**config.mk**
```make
export PLATFORM = sky130hd
export DESIGN_NAME = ioread_mux_db
export DESIGN_NICKNAME = d
export VERILOG_FILES = /design/src/rtl/ioread_mux_db.sv
export SDC_FILE = /design/constraint.sdc
export NUM_CORES = 1
export LEC_CHECK = 0
export CORE_MARGIN = 2
export CORE_UTILIZATION = 40
export DETAILED_ROUTE_END_ITERATION = 8
export PLACE_DENSITY_LB_ADDON = 0.25
export SLEW_MARGIN = 15
export SYNTH_ARGS = -nofsm -noshare
export SYNTH_HDL_FRONTEND = slang
export SYNTH_SLANG_ARGS = --single-unit
```
**constraint.sdc**
```tcl
create_clock -name clock -period 12.6 [get_ports clock]
set_clock_uncertainty 0.05 [all_clocks]
set_input_delay 2.52 -clock clock [delete_from_list [all_inputs] [get_ports clock]]
set_output_delay 2.52 -clock clock [all_outputs]
set_load 0.02 [all_outputs]
```
**src/rtl/ioread_mux_db.sv**
```systemverilog
// ioread_mux_db: multi-channel debounced IO read port.
// Each of NUM_CH raw input buses passes a 2-flop synchroniser and a
// stability debouncer. A registered read port returns the debounced value
// of the lowest-index selected channel to memorio.
// Optional feature macro: IOREAD_CHG_EN adds the per-channel sticky
// ch_changed flags. Without it the port and its logic are absent.
module ioread_mux_db #(
    parameter int DATA_W    = 16,
    parameter int NUM_CH    = 4,
    parameter int DB_CYCLES = 3
) (
    input  logic                     clock,
    input  logic                     reset,
    input  logic                     ior,
    input  logic [NUM_CH-1:0]        chsel,
    input  logic [NUM_CH*DATA_W-1:0] ch_data,
    output logic [DATA_W-1:0]        ioread_data,
    output logic                     rd_valid,
    output logic                     sel_err
`ifdef IOREAD_CHG_EN
    ,
    output logic [NUM_CH-1:0]        ch_changed
`endif
);

    // Counter only needs to reach DB_CYCLES-1; keep at least one bit so
    // the declaration stays legal when debouncing is disabled.
    localparam int CNT_W = (DB_CYCLES > 0) ? $clog2(DB_CYCLES + 1) : 1;

    // Debounced value of every channel, flattened like ch_data.
    logic [NUM_CH*DATA_W-1:0] stable_flat;
`ifdef IOREAD_CHG_EN
    logic [NUM_CH-1:0]        stable_chg;
`endif

    genvar gi;
    generate
        for (gi = 0; gi < NUM_CH; gi++) begin : g_ch
            logic [DATA_W-1:0] sync1_reg;
            logic [DATA_W-1:0] sync2_reg;
            logic [DATA_W-1:0] stable_reg;
            logic [DATA_W-1:0] stable_next;

            // Two-flop synchroniser, always present even without debounce.
            always_ff @(posedge clock or posedge reset) begin
                if (reset) begin
                    sync1_reg <= '0;
                    sync2_reg <= '0;
                end else begin
                    sync1_reg <= ch_data[gi*DATA_W +: DATA_W];
                    sync2_reg <= sync1_reg;
                end
            end

            if (DB_CYCLES == 0) begin : g_nodb
                // No debounce: the synchronised value is accepted directly.
                always_comb stable_next = sync2_reg;
            end else begin : g_db
                logic [DATA_W-1:0] cand_reg;
                logic [DATA_W-1:0] cand_next;
                logic [CNT_W-1:0]  cnt_reg;
                logic [CNT_W-1:0]  cnt_next;

                // A new candidate restarts the count; it is accepted once it
                // has been seen on DB_CYCLES+1 consecutive synced samples.
                always_comb begin
                    cand_next   = cand_reg;
                    cnt_next    = cnt_reg;
                    stable_next = stable_reg;
                    if (sync2_reg != cand_reg) begin
                        cand_next = sync2_reg;
                        cnt_next  = '0;
                    end else if (cand_reg != stable_reg) begin
                        if (cnt_reg == CNT_W'(DB_CYCLES - 1)) begin
                            stable_next = cand_reg;
                            cnt_next    = '0;
                        end else begin
                            cnt_next = cnt_reg + 1'b1;
                        end
                    end else begin
                        cnt_next = '0;
                    end
                end

                // Candidate and counter state; reset drops any pending change.
                always_ff @(posedge clock or posedge reset) begin
                    if (reset) begin
                        cand_reg <= '0;
                        cnt_reg  <= '0;
                    end else begin
                        cand_reg <= cand_next;
                        cnt_reg  <= cnt_next;
                    end
                end
            end

            // Debounced output register of this channel.
            always_ff @(posedge clock or posedge reset) begin
                if (reset) begin
                    stable_reg <= '0;
                end else begin
                    stable_reg <= stable_next;
                end
            end

            assign stable_flat[gi*DATA_W +: DATA_W] = stable_reg;
`ifdef IOREAD_CHG_EN
            assign stable_chg[gi] = (stable_next != stable_reg);
`endif
        end
    endgenerate

    logic [DATA_W-1:0] sel_data;
    logic              any_sel;
    logic              multi_sel;
`ifdef IOREAD_CHG_EN
    logic [NUM_CH-1:0] win_mask;
`endif

    // Priority select: the lowest set chsel bit wins (scan high to low so
    // the last hit is the lowest index).
    always_comb begin
        sel_data = '0;
        any_sel  = 1'b0;
`ifdef IOREAD_CHG_EN
        win_mask = '0;
`endif
        for (int i = NUM_CH - 1; i >= 0; i--) begin
            if (chsel[i]) begin
                sel_data = stable_flat[i*DATA_W +: DATA_W];
                any_sel  = 1'b1;
`ifdef IOREAD_CHG_EN
                win_mask    = '0;
                win_mask[i] = 1'b1;
`endif
            end
        end
        multi_sel = ((chsel & (chsel - 1'b1)) != '0);
    end

    // Registered read port; data holds whenever no channel is read.
    always_ff @(posedge clock or posedge reset) begin
        if (reset) begin
            ioread_data <= '0;
            rd_valid    <= 1'b0;
            sel_err     <= 1'b0;
        end else begin
            rd_valid <= ior & any_sel;
            sel_err  <= ior & multi_sel;
            if (ior && any_sel) begin
                ioread_data <= sel_data;
            end
        end
    end

`ifdef IOREAD_CHG_EN
    // Sticky change flags: a change on the same edge as a clearing read
    // wins so that no event is lost.
    always_ff @(posedge clock or posedge reset) begin
        if (reset) begin
            ch_changed <= '0;
        end else begin
            ch_changed <= stable_chg | (ch_changed & ~((ior && any_sel) ? win_mask : '0));
        end
    end
`endif

endmodule

```
==> results.yml, run 1 <==
floorplan:
  start_util_pct: 40.3
  rows: 59
  die_y_um: 165
  num_io_pins: 89
  die_area_sq_um: 27400
  core_area_sq_um: 25800
  die_x_um: 165
sta:
  setup_ws_ns: 8.17
  min_period_over_period_pct: 35.1
  final_hold_viol_count: 0
  relSlewSlack_pct: 32.7
  setup_viol: 0
  rsz0062_at_grt: "no"
  slew_violations: 0
  tightest_slew_ns: 1.01
  max_freq_mhz: 226
  fin_crit_ns: 4.43
  setup-tns-final_ns: 0
setup_path:
  cp-startpoint: "chsel[1]"
  crit_path_end: "ioread_data[13]"
  critPathKind: "input pin to flop"
  crit_required_ns: 12.98
  worstPathMaxFanout: 34
  reg2reg_slack_ns: 10.02
  r2r-start: "g_ch[1].g_db.cand_reg[11]"
  end_kind: "flop"
  critPathLaunchType: "input pin"
  reg2reg_depth: 5
  worstPathArrival_ns: 4.80
  r2r-end: "g_ch[1].stable_reg[3]"
clock_tree:
  cts-root-buf: "clkbuf_16"
  cts.sinks: 282
  path_clk_slew_ns: 0.06
  cts_buffers: 29
  ctsHoldBuffers: 0
  clock_path_buffers: 3
  cts_resized: 0
  cts_setup_buffers: 0
  clk_latency_ns: 0.55
  cts_max_level: 1
  cts_tree: "yes"
synthesis:
  synth_edf_count: 0
  synthMuxAreaShare_pct: 8.21
  synthXorXnorAreaFrac_pct: 10.8
  synth_top_family_by_area: "XOR/XNOR gates"
  yosys_most_used_dff: "dfrtp_1"
  synthCells: 713
  synthesis.area_sq_um: 10400
  synth.avg_cell_area_sq_um: 14.6
  yosysWarnings: 0
  yosys.area_share.simple_pct: 6.95
  synth-seq-area-share_pct: 67.7
  synth_cell_types: 30
  synth_adder_area_share_pct: 0.0961
  synth_fp_nets: 784
  synth_compound_area_share_pct: 2.95
  async_reset_ff_share_pct: 100
  yosys_register_bits: 282
placement:
  gp_congestion: 0.823
  portBuffers: 88
  dp_slack_ns: 7.64
  dp.final_hpwl_mm: 13.5
global_route:
  grt_pass1_wl_mm: 30.8
  antenna_found_initial: 0
  grt_max_degree: 123
  grt_pass1_vias: 5630
  grt_usage_pct: 14.5
  overflow: 0
power:
  ir_worst_vdd_uv: 102
  internal_power_w: 0.00150
  p_leak_nw: 5.36
  power.density_nw_per_um2: 155
  p_switching_w: 0.000418
  swShare_pct: 21.7
  pwr-share-clk_pct: 44.7
  p_comb_share_pct: 5.0
  p_seq_share_pct: 50.3
drt:
  wire_per_inst_um: 17.1
  first_iter_violations: 421
  via_per_inst: 4.80
  antenna_left: 0
  drc: 0
  dr.pass1.iters: 4
  routed_wl_mm: 19.0
  vias: 5354
finish:
  layout-drive-gt1-share_pct: 17.6
  areaGrowthSynthToFinish_pct: 19.4
  layout_commonest_cell: "dfrtp_1"
  layout.nets: 829
  mostFrequentLayoutCells: "dfrtp_1 (282), clkdlybuf4s50_1 (88), xnor2_1 (64), xor2_1 (64), mux2_2 (36)"
  antenna_cells: 0
run:
  max_cap_viol_count: 0
outcome:
  status: "completed"
worst_hold_path:
  hp-class: "flop to flop"
==> critical path: stages <==
cell,delay (ns)
clkdlybuf4s50_1,0.88
or3_1,0.58
o21ai_1,0.14
buf_4,0.27
inv_1,0.11
mux2_2,0.28
==> kinds of logic after synthesis <==
family	count (synthesis)
buffers and inverters	83
DFF	282
xor gates and xnor gates	128
and+or+nand+nor	103
muxes	66
AOI/OAI and AO/OA	50
adders and majority gates	1
==> synthesized netlist by cell type, types with 3 or more instances <==
library cell	count	area [sq um]
nor3_1	15	75.1
nor4b_1	3	26.3
mux2_4	30	450
nor4_1	15	93.8
a221oi_1	14	123
nor4_2	6	75.1
nor4b_4	3	71.3
a21oi_1	18	90.1
nand4_1	18	113
nand2_1	19	71.3
xnor2_1	64	561
nor2b_1	15	93.8
xor2_1	64	561
mux2_2	36	405
dfrtp_1	282	7060
o21ai_0	17	85.1
clkbuf_1	76	285
==> power groups by stage <==
| stage | logic [W] | clock network [W] | registers, W |
|---|---|---|---|
| detailed placement | 0.0000972 | 0 | 0.000984 |
| finish | 0.0000954 | 0.000859 | 0.000967 |
| CTS | 0.0000978 | 0.000885 | 0.000968 |
| global placement | 0.0000950 | 0 | 0.000983 |
| floorplan | 0.0000584 | 0 | 0.000979 |
| global route | 0.000107 | 0.000926 | 0.000971 |
==> area by class of cell <==
cell class / instances / area [sq um]
clock inverters: 12 / 129
well taps: 335 / 419
flip-flops and latches: 282 / 7060
fillers: 2229 / 13400
multi-input cells: 348 / 3020
repair buffers: 95 / 937
clock buffers: 41 / 861
inverters: 2 / 15.0
==> how the worst min path moves through the flow <==
stage,depth (start not counted),slack (ns),end,from
3_5_place_dp,0,0.28,g_ch[0].sync2_reg[11],g_ch[0].sync1_reg[11]
3_3_place_gp,0,0.28,g_ch[0].sync2_reg[6],g_ch[0].sync1_reg[6]
4_1_cts,0,0.30,g_ch[2].sync2_reg[14],g_ch[2].sync1_reg[14]
6_report,0,0.30,g_ch[0].sync2_reg[11],g_ch[0].sync1_reg[11]
5_1_grt,0,0.30,g_ch[2].sync2_reg[14],g_ch[2].sync1_reg[14]
2_1_floorplan,0,0.28,g_ch[0].sync2_reg[0],g_ch[0].sync1_reg[0]
==> stage by stage <==
step	hold slack, ns	std cells	total power, W	utilization (%)	cell area [sq um]
final	0.296	1115	0.00192	48.1	12400
after CTS	0.297	1114	0.00195	48.1	12400
after floorplan	0.281	713	0.00104	-	10400
after detailed placement	0.285	1061	0.00108	44.3	11400
after global routing	0.301	1115	0.00200	48.1	12400
after global placement	0.284	1061	0.00108	44.3	11400
==> routing by layer <==
layer  GRT usage (%)  part of all wire, %
met1            20.6                   45
met2            23.3                   48
met3            2.37                  4.9
met4            4.27                  2.0
met5               0                    0
(Power assumes the default switching activity.)
==> inputs of run 2 (changes only) <==
==> constraint.sdc (replaced) <==
create_clock -name clock -period 4.6 [get_ports clock]
set_clock_uncertainty 0.05 [all_clocks]
set_input_delay 0.92 -clock clock [delete_from_list [all_inputs] [get_ports clock]]
set_output_delay 0.92 -clock clock [all_outputs]
set_load 0.02 [all_outputs]
==> run 2 against run 1 <==
  * Utilization rose by 0.43 points
  * Routed wire length grew 0.97%
  * Die area unchanged
  * Global-route usage is 0.057 points higher
  * Critical path depth unchanged
  * First-iteration DRC count decreased by 21%
  * Count of clock-buffer cells in the layout rose by 2
  * Register-to-register slack got worse by 8.0 ns
  * Via count is 0.30% higher
  * Design area is 0.89% higher
  * Combinational power rose to 2.8 times the previous value
  * Critical path type unchanged
  * Largest power group unchanged
==> results.yml, run 2 (synthesis gave the netlist of run 1 again) <==
outcome:
  status: "completed"
worst_hold_path:
  hold_path_depth: 0
  min_from: "g_ch[3].sync1_reg[11]"
  hp-class: "flop to flop"
  hold_path_end: "g_ch[3].sync2_reg[11]"
sta:
  min_period_over_period_pct: 62.5
  max_freq_mhz: 348
  relSlewSlack_pct: 45.3
  fin_crit_ns: 2.87
  rsz0062_at_grt: "no"
  tightest_slew_ns: 0.816
  setup_viol: 0
  setup_ws_ns: 1.73
  slew_violations: 0
  final_hold_viol_count: 0
clock_tree:
  cts_setup_buffers: 0
  clock_path_buffers: 3
  cts_buffers: 30
  ctsHoldBuffers: 0
  cts.sinks: 282
  cts_tree: "yes"
  cts-root-buf: "clkbuf_16"
  cts_max_level: 1
  path_clk_slew_ns: 0.06
  cts_resized: 0
  clk_latency_ns: 0.55
drt:
  routed_wl_mm: 19.2
  drc: 0
  wire_per_inst_um: 17.1
  first_iter_violations: 331
  antenna_left: 0
  dr.pass1.iters: 5
  vias: 5370
  via_per_inst: 4.79
finish:
  layout.nets: 833
  layout-drive-gt1-share_pct: 17.4
  layout_commonest_cell: "dfrtp_1"
  mostFrequentLayoutCells: "dfrtp_1 (282), clkdlybuf4s50_1 (88), xnor2_1 (64), xor2_1 (64), mux2_2 (36)"
  antenna_cells: 0
  final_util_pct: 48.6
  areaGrowthSynthToFinish_pct: 20.4
setup_path:
  r2r-start: "g_ch[1].g_db.cand_reg[9]"
  worstPathMaxFanout: 21
  crit_required_ns: 5.00
  r2r-end: "g_ch[1].stable_reg[3]"
  reg2reg_slack_ns: 2.02
  cp_top_family: "simple AND/OR/NAND/NOR gates"
  critPathLaunchType: "input pin"
  max_stage_delay_ns: 0.77
  worstPathArrival_ns: 3.27
  reg2reg_depth: 5
  path_cells: "clkdlybuf4s50_1 > nor2b_1 > a221oi_1 > nor3_1 > a21oi_1 > o21ai_0"
  critPathKind: "input pin to flop"
  critPathSlowestCell: "nor2b_1"
  path_buf_inv: 1
  end_kind: "flop"
power:
  p_total_w: 0.00543
  ir_worst_vdd_uv: 246
  p_leak_nw: 5.40
  power.density_nw_per_um2: 433
floorplan:
  die_area_sq_um: 27400
  die_x_um: 165
  rows: 59
  start_util_pct: 40.3
  die_y_um: 165
  num_io_pins: 89
  core_area_sq_um: 25800
placement:
  gp_congestion: 0.826
  dp.final_hpwl_mm: 13.6
  dp_slack_ns: 1.25
  portBuffers: 88
global_route:
  grt_pass1_vias: 5827
  grt_pass1_wl_mm: 31.3
  grt_usage_pct: 14.6
  overflow: 0
  antenna_found_initial: 0
  grt_max_degree: 100
run:
  max_cap_viol_count: 0
## run 2: cell count changes in the layout (fill, tap and decap cells not counted), sizes merged
cell    before  now
buf          7   10
bufinv       2    5
clkbuf      41   43
clkinv       6    5
inv          3    2
## run 2: metal layers
layer / global-route usage [%] / wire (um)
met5: 0 / 0
met4: 4.70 / 522
met3: 2.40 / 892
met2: 23.6 / 9110
met1: 20.3 / 8700
## run 2: report_power, final
part	switching [W]	leakage [nW]	internal [W]	total, W
registers	0.0000740	3.48	0.00258	0.00265
clock network	0.000948	0.511	0.00157	0.00251
logic	0.000135	1.41	0.000134	0.000269
## run 2: how the worst max path moves through the flow
stage	endpoint	slack (ns)	cells past startpoint	startpoint
after floorplan	g_ch[0].g_db.cand_reg[0]	-0.11	1	reset
after global placement	ioread_data[13]	1.37	5	chsel[2]
after detailed placement	ioread_data[13]	1.25	5	chsel[2]
after CTS	g_ch[3].stable_reg[13]	1.76	5	g_ch[3].g_db.cand_reg[7]
after global routing	ioread_data[8]	1.55	6	chsel[2]
final	ioread_data[8]	1.73	6	chsel[2]
## run 2: worst register-to-register path, delay by kind of cell, from the launching register on
family | cells | cell delay (ns)
AND/OR/NAND/NOR | 3 | 1.25
flip-flops | 1 | 0.42
multiplexers | 1 | 0.55
XOR/XNOR | 1 | 0.19
## run 2: area by class of cell
type                    count  area (sq um)
clock buffers              43           851
clock inverters            13           201
fillers                  2215         13300
inverters                   2          11.3
multi-input cells         348          3020
flip-flops and latches    282          7060
well taps                 335           419
repair buffers             98           988
## run 2: through the flow
step | setup TNS (ns) | hold slack (ns) | area [sq um] | instances
global placement | 0 | 0.286 | 11500 | 1064
CTS | 0 | 0.296 | 12500 | 1120
global route | 0 | 0.300 | 12500 | 1121
detailed placement | 0 | 0.285 | 11500 | 1064
finish | 0 | 0.294 | 12500 | 1121
floorplan | -29.69 | 0.281 | 10400 | 713
